### config.mk
export PLATFORM = sky130hd
export DESIGN_NAME = tlv5638_spi_rx
export DESIGN_NICKNAME = d
export VERILOG_FILES = /design/src/rtl/tlv5638_spi_rx.sv
export SDC_FILE = /design/constraint.sdc
export NUM_CORES = 1
export LEC_CHECK = 0
export ABC_AREA = 1
export ABC_CLOCK_PERIOD_IN_PS = 3000
export CAP_MARGIN = 5
export CORE_ASPECT_RATIO = 0.6
export CORE_MARGIN = 3
export CORE_UTILIZATION = 39
export CTS_CLUSTER_DIAMETER = 60
export DETAILED_ROUTE_END_ITERATION = 8
export PLACE_DENSITY = 0.63
export SYNTH_ARGS = -nofsm -noshare
export SYNTH_HDL_FRONTEND = slang
export SYNTH_SLANG_ARGS = --single-unit
export TNS_END_PERCENT = 1
### constraint.sdc
create_clock -name clk_20M -period 3 [get_ports clk_20M]
set_input_delay 0.3 -clock clk_20M [delete_from_list [all_inputs] [get_ports clk_20M]]
set_output_delay 0.3 -clock clk_20M [all_outputs]
set_load 0.02 [all_outputs]
### src/rtl/tlv5638_spi_rx.sv
// SPI slave receiver for TLV5638-format 16-bit command frames. Oversamples CS_N/SCLK/DIN on
// clk_20M, shifts on SCLK falling edges and decodes each complete frame into DAC/control state.
module tlv5638_spi_rx #(
  parameter int unsigned SYNC_STAGES = 2,
  parameter int unsigned FRAME_BITS  = 16
) (
  input  logic        clk_20M,
  input  logic        rst_n,
  input  logic        CS_N,
  input  logic        SCLK,
  input  logic        DIN,
  output logic [11:0] dac_a,
  output logic [11:0] dac_b,
  output logic [11:0] buf_reg,
  output logic [1:0]  ref_sel,
  output logic        speed,
  output logic        pwr_down,
  output logic [15:0] rx_word,
  output logic        frame_valid,
  output logic        frame_err
);

  typedef enum logic [1:0] {StIdle, StShift, StCommit} state_e;

  localparam logic [4:0] FrameCnt = 5'(FRAME_BITS);
  localparam logic [4:0] MaxCnt   = 5'(FRAME_BITS + 1);

  logic [SYNC_STAGES-1:0] cs_sync_q, sclk_sync_q, din_sync_q;
  logic                   cs_s, sclk_s, din_s;
  logic                   cs_prev_q, sclk_prev_q, din_prev_q;
  logic                   sclk_fall_q, cs_fall_q, cs_rise_q;
  logic [SYNC_STAGES:0]   flush_q;
  logic                   armed_q, armed_d;
  logic                   cs_pend_q, cs_pend_d;

  state_e                 state_q, state_d;
  logic [4:0]             bit_cnt_q, bit_cnt_d;
  logic [FRAME_BITS-1:0]  shift_q, shift_d;

  logic [11:0] dac_a_q, dac_a_d, dac_b_q, dac_b_d, buf_q, buf_d;
  logic [1:0]  ref_sel_q, ref_sel_d;
  logic        speed_q, speed_d, pwr_q, pwr_d;
  logic [15:0] rx_word_q, rx_word_d;
  logic        frame_valid_q, frame_valid_d, frame_err_q, frame_err_d;

  assign cs_s   = cs_sync_q[SYNC_STAGES-1];
  assign sclk_s = sclk_sync_q[SYNC_STAGES-1];
  assign din_s  = din_sync_q[SYNC_STAGES-1];

  // A CS_N fall only counts once a genuine high level has passed through the synchronizer after
  // reset, so releasing reset with CS_N already low cannot start a frame.
  assign armed_d = armed_q | (flush_q[SYNC_STAGES] & cs_prev_q);

  always_ff @(posedge clk_20M or negedge rst_n) begin
    if (!rst_n) begin
      cs_sync_q   <= '1;
      sclk_sync_q <= '0;
      din_sync_q  <= '0;
      cs_prev_q   <= 1'b1;
      sclk_prev_q <= 1'b0;
      din_prev_q  <= 1'b0;
      sclk_fall_q <= 1'b0;
      cs_fall_q   <= 1'b0;
      cs_rise_q   <= 1'b0;
      flush_q     <= '0;
      armed_q     <= 1'b0;
    end else begin
      cs_sync_q   <= {cs_sync_q[SYNC_STAGES-2:0], CS_N};
      sclk_sync_q <= {sclk_sync_q[SYNC_STAGES-2:0], SCLK};
      din_sync_q  <= {din_sync_q[SYNC_STAGES-2:0], DIN};
      cs_prev_q   <= cs_s;
      sclk_prev_q <= sclk_s;
      // DIN is delayed alongside the strobe so it is sampled as of the SCLK fall.
      din_prev_q  <= din_s;
      sclk_fall_q <= sclk_prev_q & ~sclk_s;
      cs_fall_q   <= armed_d & cs_prev_q & ~cs_s;
      cs_rise_q   <= ~cs_prev_q & cs_s;
      flush_q     <= {flush_q[SYNC_STAGES-1:0], 1'b1};
      armed_q     <= armed_d;
    end
  end

  always_ff @(posedge clk_20M or negedge rst_n) begin
    if (!rst_n) begin
      state_q       <= StIdle;
      bit_cnt_q     <= '0;
      shift_q       <= '0;
      cs_pend_q     <= 1'b0;
      dac_a_q       <= '0;
      dac_b_q       <= '0;
      buf_q         <= '0;
      ref_sel_q     <= '0;
      speed_q       <= 1'b0;
      pwr_q         <= 1'b0;
      rx_word_q     <= '0;
      frame_valid_q <= 1'b0;
      frame_err_q   <= 1'b0;
    end else begin
      state_q       <= state_d;
      bit_cnt_q     <= bit_cnt_d;
      shift_q       <= shift_d;
      cs_pend_q     <= cs_pend_d;
      dac_a_q       <= dac_a_d;
      dac_b_q       <= dac_b_d;
      buf_q         <= buf_d;
      ref_sel_q     <= ref_sel_d;
      speed_q       <= speed_d;
      pwr_q         <= pwr_d;
      rx_word_q     <= rx_word_d;
      frame_valid_q <= frame_valid_d;
      frame_err_q   <= frame_err_d;
    end
  end

  always_comb begin
    state_d       = state_q;
    bit_cnt_d     = bit_cnt_q;
    shift_d       = shift_q;
    cs_pend_d     = cs_pend_q;
    dac_a_d       = dac_a_q;
    dac_b_d       = dac_b_q;
    buf_d         = buf_q;
    ref_sel_d     = ref_sel_q;
    speed_d       = speed_q;
    pwr_d         = pwr_q;
    rx_word_d     = rx_word_q;
    frame_valid_d = 1'b0;
    frame_err_d   = 1'b0;

    unique case (state_q)
      StIdle: begin
        if (cs_fall_q || cs_pend_q) begin
          state_d   = StShift;
          bit_cnt_d = '0;
          shift_d   = '0;
          cs_pend_d = 1'b0;
        end
      end
      StShift: begin
        if (sclk_fall_q && !cs_prev_q) begin
          shift_d = {shift_q[FRAME_BITS-2:0], din_prev_q};
          if (bit_cnt_q != MaxCnt) begin
            bit_cnt_d = bit_cnt_q + 5'd1;
          end
        end
        if (cs_rise_q) begin
          state_d = StCommit;
        end
      end
      StCommit: begin
        state_d   = StIdle;
        // A new frame start landing here is held over for the next idle cycle.
        cs_pend_d = cs_fall_q;
        if (bit_cnt_q == FrameCnt) begin
          frame_valid_d = 1'b1;
          rx_word_d     = shift_q[15:0];
          unique case ({shift_q[15], shift_q[12]})
            2'b00: begin
              dac_b_d = shift_q[11:0];
              buf_d   = shift_q[11:0];
              speed_d = shift_q[14];
              pwr_d   = shift_q[13];
            end
            2'b01: begin
              buf_d   = shift_q[11:0];
              speed_d = shift_q[14];
              pwr_d   = shift_q[13];
            end
            2'b10: begin
              dac_a_d = shift_q[11:0];
              dac_b_d = buf_q;
              speed_d = shift_q[14];
              pwr_d   = shift_q[13];
            end
            default: ref_sel_d = shift_q[1:0];
          endcase
        end else begin
          frame_err_d = 1'b1;
        end
      end
      default: state_d = StIdle;
    endcase
  end

  assign dac_a       = dac_a_q;
  assign dac_b       = dac_b_q;
  assign buf_reg     = buf_q;
  assign ref_sel     = ref_sel_q;
  assign speed       = speed_q;
  assign pwr_down    = pwr_q;
  assign rx_word     = rx_word_q;
  assign frame_valid = frame_valid_q;
  assign frame_err   = frame_err_q;

endmodule

* After elaboration in Yosys (flattened, before gate mapping)
Cells that the tools add are included.
** Storage, ports and cells
- Register bits after elaboration :: 98
- Logic and storage cells :: 82
- Memory bits (writable) :: 0
- Memory bits (read-only) :: 0
- Bits in latches :: 0
- Memories kept :: 0
- Input bits :: 5
** Operators by class
- Muxes and demuxes :: 17
- Magnitude comparators :: 0
- Add/sub/neg operators :: 1
- Shift-type cells :: 0
- $mul :: 0
- Bitwise operators :: 10
- Reduce and logical (&&, ||, !) cells :: 20
- Equality and inequality tests :: 10
- Div/mod/pow operators :: 0
** Operators with widths (count)
- $mux 16 :: 2
- $pmux 16 s2 :: 1
- $pmux 12 s2 :: 1
- $reduce_and 3->1 :: 6
- $mux 5 :: 3
- $pmux 5 s2 :: 1
- $ne 2x2->1 const B :: 4
- $reduce_and 2->1 :: 3
- $reduce_bool 2->1 :: 3
- $add 5x1->5 const B :: 1
- $and 1x1->1 :: 5
- $eq 5x5->1 const B :: 1
- $mux 1 :: 5
- $ne 5x5->1 const B :: 1
- $eq 2x1->1 const B :: 2
- $eq 2x2->1 const B :: 2
- $logic_not 2->1 :: 2
- $mux 2 :: 2
- $not 1->1 :: 4
- $pmux 2 s2 :: 1
- $reduce_and 4->1 :: 1
- $reduce_or 3->1 :: 1
- $pmux 1 s2 :: 1
- $reduce_or 2->1 :: 1
- 4 further kinds :: 4

* Logic depth before layout (Yosys ltp)
- Word-level depth :: 4
- Gate-level depth with buffers :: 10
- Gate-level depth less buffers :: 9

* Worst setup path after synthesis
No wires, ideal clock.
- Path type :: flip-flop to flip-flop
- Start :: register bit_cnt_q[0]
- End :: register dac_b_q[10] (netlist: dac_b[10])
- Arrival time :: 1301 ps
- Library setup time :: 123 ps
- Slack :: 1576 ps
- Clock period less this slack :: 1424 ps
- Stages on the path, launching flop included :: 11
- Required time :: 2877 ps
- Cell sequence :: dfrtp_1 > inv_1 > ha_1 > nand2_1 > inv_1 > nand2_4 > nor2_8 > nand2_4 > buf_6 > nand2_1 > o21ai_2
** On the way
- Word-level cells in the longest chain between the ends :: 2
** Ends and longest elaborated chain
- start: declaration :: line 37 : logic [4:0] bit_cnt_q, bit_cnt_d;
- start signal: assignment :: line 100 : bit_cnt_q <= bit_cnt_d;
- $eq 5x5->1 :: line 154 : if (bit_cnt_q == FrameCnt) begin
- $reduce_and 3->1 (no source line)
- end signal: assignment :: line 90 : dac_b_q <= '0;
- end signal: assignment :: line 104 : dac_b_q <= dac_b_d;
- end: declaration :: line 40 : logic [11:0] dac_a_q, dac_a_d, dac_b_q, dac_b_d, buf_q, buf_d;
No other way between the ends.
A chain may end at the register's enable or synchronous reset.

* Worst setup path in the final report
- Start :: register state_q[1]
- End :: register shift_q[6]
** On the way
- Word-level cells in the longest chain between the ends :: 3
** Ends and longest elaborated chain
- start: declaration :: line 36 : state_e state_q, state_d;
- start signal: assignment :: line 85 : state_q <= StIdle;
- start signal: assignment :: line 99 : state_q <= state_d;
- $eq 2x1->1 or $logic_not 2->1 (tied branches) :: line 130 : unique case (state_q)
- $ne 2x2->1 (no source line) or $reduce_bool 2->1 (tied branches)
- $reduce_and 3->1 (no source line)
- end signal: assignment :: line 101 : shift_q <= shift_d;
- end: declaration :: line 38 : logic [FRAME_BITS-1:0] shift_q, shift_d;
Parallel ways exist; a longest one is shown, timed or not.

==> metrics.yaml <==
critical_path:
  crit_cells: 6
  crit_top_cell: "nand2_1"
  arrival_ns: 2.19
  cp-startpoint: "state_q[1]"
  critPathMaxStageDelay_ns: 0.45
  crit_chain: "nor2_4 > nand2_1 > nand2_1 > buf_4 > nand3_1 > o21ai_0"
  path_buf_inv: 1
  crit_required_ns: 3.25
  cp_top_family: "simple AND/OR/NAND/NOR gates"
  cp-start-kind: "flip-flop"
  rr_worst_depth: 6
  path_class: "flip-flop to flip-flop"
  worstSetupEndpointType: "flip-flop"
  r2r_start: "state_q[1]"
  cp_max_fo: 24
  crit_slowest_cell: "nor2_4"
power:
  leakage_nw: 2.210
  vdd.ir_drop.worst_v: 0.0003269
  clockPowerShare: 0.417
  switching_share: 0.2489
  internal-power_mw: 2.126
  comb_power_share: 0.085
  p_switching_mw: 0.7047
  power_frac_seq: 0.497
  power_density_nw_per_um2: 577.8
synth:
  synth_area_sq_um: 3902
  synthMuxAreaShare: 0
  ys_types: 28
  synth.area.top_cells: "dfrtp_1 (61%), nand2_1 (8.4%), o21ai_0 (6.5%)"
  synth-edff-count: 0
  synth_xor_area_frac: 0
  avgSynthCellArea_sq_um: 10.43
  yosys.area_share.adder: 0.009618
  synth-simple-area-share: 0.1542
  ys_async_sr_fraction: 1.000
  ys.flop_type: "dfrtp_1"
  yosysTopAreaCellShare: 0.6092
  postSynthCellCount: 374
  synth_compound_area_frac: 0.1433
  synth_top_family_by_area: "simple AND/OR/NAND/NOR gates"
  ys_seq_elements: 98
  ys.warnings.count: 0
  yosysSeqAreaShare: 0.6294
  synth_area_leader_cell: "dfrtp_1"
  syn_nets: 382
clock_tree:
  root_buffer: "clkbuf_16"
  cts_tree: "built"
  cts_made_buffers: 9
  cts_hold_buf: 0
  clock-sinks: 98
  clk_pin_slew_ns: 0.06
  clk_latency_ns: 0.34
  htree_levels: 3
  cts_resized: 0
  cts_setup_buffers: 0
  clockBufferDepth: 2
detailed_routing:
  drt_iter0_drc: 154
  wl_um: 7956
  drc: 0
  post_drt_via_cell_ratio: 4.722
  vias: 2682
  drtPass1Iterations: 5
  drt.antenna.violating_nets: 0
  detail_route.wl_per_cell_um: 14.01
die:
  core-area_sq_um: 9459
  io_pins: 63
  start_util: 0.4126
  die-area_sq_um: 11280
  die_h_um: 83.49
  die_x_um: 135.1
  fp-row-count: 27
global_routing:
  grt_pass1_wl_um: 13590
  grt_overflow: 0
  grt_max_degree: 51
  grt_usage: 0.1517
  antenna_found_initial: 0
  grt_pass1_vias: 2718
sta:
  period_minus_slack_ns: 1.943
  finalCritPeriodShare: 0.6478
  max-slew-margin-rel: 0.5715
  rsz0062_at_grt: "no"
  slew_viol_final: 0
  setup_viol: 0
  worst_slew_pin_slew_ns: 0.6428
  skew_ns: 0.008873
  setup_tns_ns: 0
  holdWs_ns: -0.01054
  max_freq_mhz: 514.6
  hold_violations: 20
min_path:
  hold_path.class: "input port to asynchronous set/reset pin"
layout:
  antennaDiodeCount: 0
  area_delta_synth_final_pct: 25.55
  drive_gt1_frac: 0.1370
  fillers: 844
  fin_nets: 441
placement:
  hpwlAfterDp_um: 5512
  io_buffer_count: 62
  gp_congestion: 0.7720
status:
  status: "complete, but fails checks"
  failed_checks: "negative hold slack"
run:
  maxCapViolCount: 0
-- cells in the mapped netlist (2+ instances only) --
library cell / count
buf_6: 7
buf_2: 6
nand4_1: 2
nand2_2: 5
ha_1: 3
nor2_4: 2
dfstp_2: 3
o21ai_1: 13
o21ai_2: 24
nor2_1: 8
dfrtp_1: 95
nand3_1: 21
o21ai_0: 51
o21a_1: 2
nand2_1: 87
nand2_4: 3
inv_1: 31
-- metrics by stage --
step | std cells | power (mW) | setup WS (ns) | area, sq um | utilization
4_1_cts | 568 | 2.863 | 1.054 | 4900 | 0.5180
3_5_place_dp | 552 | 1.678 | 1.069 | 4587 | 0.4849
3_3_place_gp | 552 | 1.669 | 1.159 | 4587 | 0.4849
2_1_floorplan | 374 | 1.595 | 1.576 | 3902 | -
6_report | 568 | 2.831 | 1.057 | 4900 | 0.5180
5_1_grt | 568 | 2.958 | 0.7847 | 4900 | 0.5180
-- layer usage --
layer,global-route usage,share of wire,vias to the layer above
li1,-,-,1342
met1,0.2208,0.50,1275
met2,0.2252,0.44,60
met3,0.04759,0.051,5
met4,0.03019,0.0063,0
met5,0,0,-
-- cells by family (layout without fill, tap and decap cells) --
group	after synthesis	in the layout
AOI/OAI and AO/OA	92	92
buffers and inverters	48	112
adders and majority gates	3	3
DFF	98	98
other	1	1
and+or+nand+nor	132	132
-- worst paths after layout --
path	endpoint	slack [ns]
hold reg to reg	din_prev_q	0.35
setup reg to reg	shift_q[6]	1.06
setup / recovery	shift_q[6]	1.06
hold / removal	shift_q[1]	-0.01
min in group clk_20M	din_prev_q	0.35
max in group asynchronous	cs_sync_q[1]	2.27
-- power groups by stage --
| stage | registers, mW | logic [mW] | clock network (mW) |
|---|---|---|---|
| after global routing | 1.41 | 0.283 | 1.26 |
| after detailed placement | 1.43 | 0.245 | 0 |
| after global placement | 1.43 | 0.240 | 0 |
| after floorplan | 1.42 | 0.173 | 0 |
| after CTS | 1.41 | 0.246 | 1.21 |
| final | 1.41 | 0.241 | 1.18 |
-- final cells by class --
class,count,area [sq um],area share
flip-flops and latches,98,2456,0.5013
well taps,130,162.7,0.03320
multi-input cells,228,1202,0.2454
inverters,32,120.1,0.02451
clock buffers,11,252.7,0.05158
repair buffers,64,645.6,0.1318
clock inverters,5,60.06,0.01226
-- placed cells by master (no fill, tap or decap) --
cell	Yosys	routed
bufinv_16	0	1
buf_12	0	1
nand2_1	87	87
or2_2	1	1
nand2_2	5	5
nor2_2	1	1
o21ai_1	13	13
nor2_1	8	8
inv_2	1	1
ha_1	3	3
clkdlybuf4s50_1	0	61
o21a_1	2	2
dfstp_2	3	3
conb_1	1	1
o21ai_0	51	51
nor2_8	1	1
dfrtp_1	95	95
clkinvlp_4	0	1
o22ai_1	1	1
nor2_4	2	2
o21ai_2	24	24
a21o_1	1	1
clkbuf_8	0	2
nand3b_1	1	1
clkinv_2	0	1
inv_6	0	2
inv_1	31	31
clkbuf_16	0	9
nand2_4	3	3
nand3_1	21	21
nand4_1	2	2
buf_4	1	2
-- worst reg2reg max path: stages, from the launching register on --
cell     delay [ns]
dfrtp_1        0.43
nor2_4         0.45
nand2_1        0.10
nand2_1        0.43
buf_4          0.28
nand3_1        0.08
o21ai_0        0.10
No activity file was read; power rests on OpenSTA's default activity.
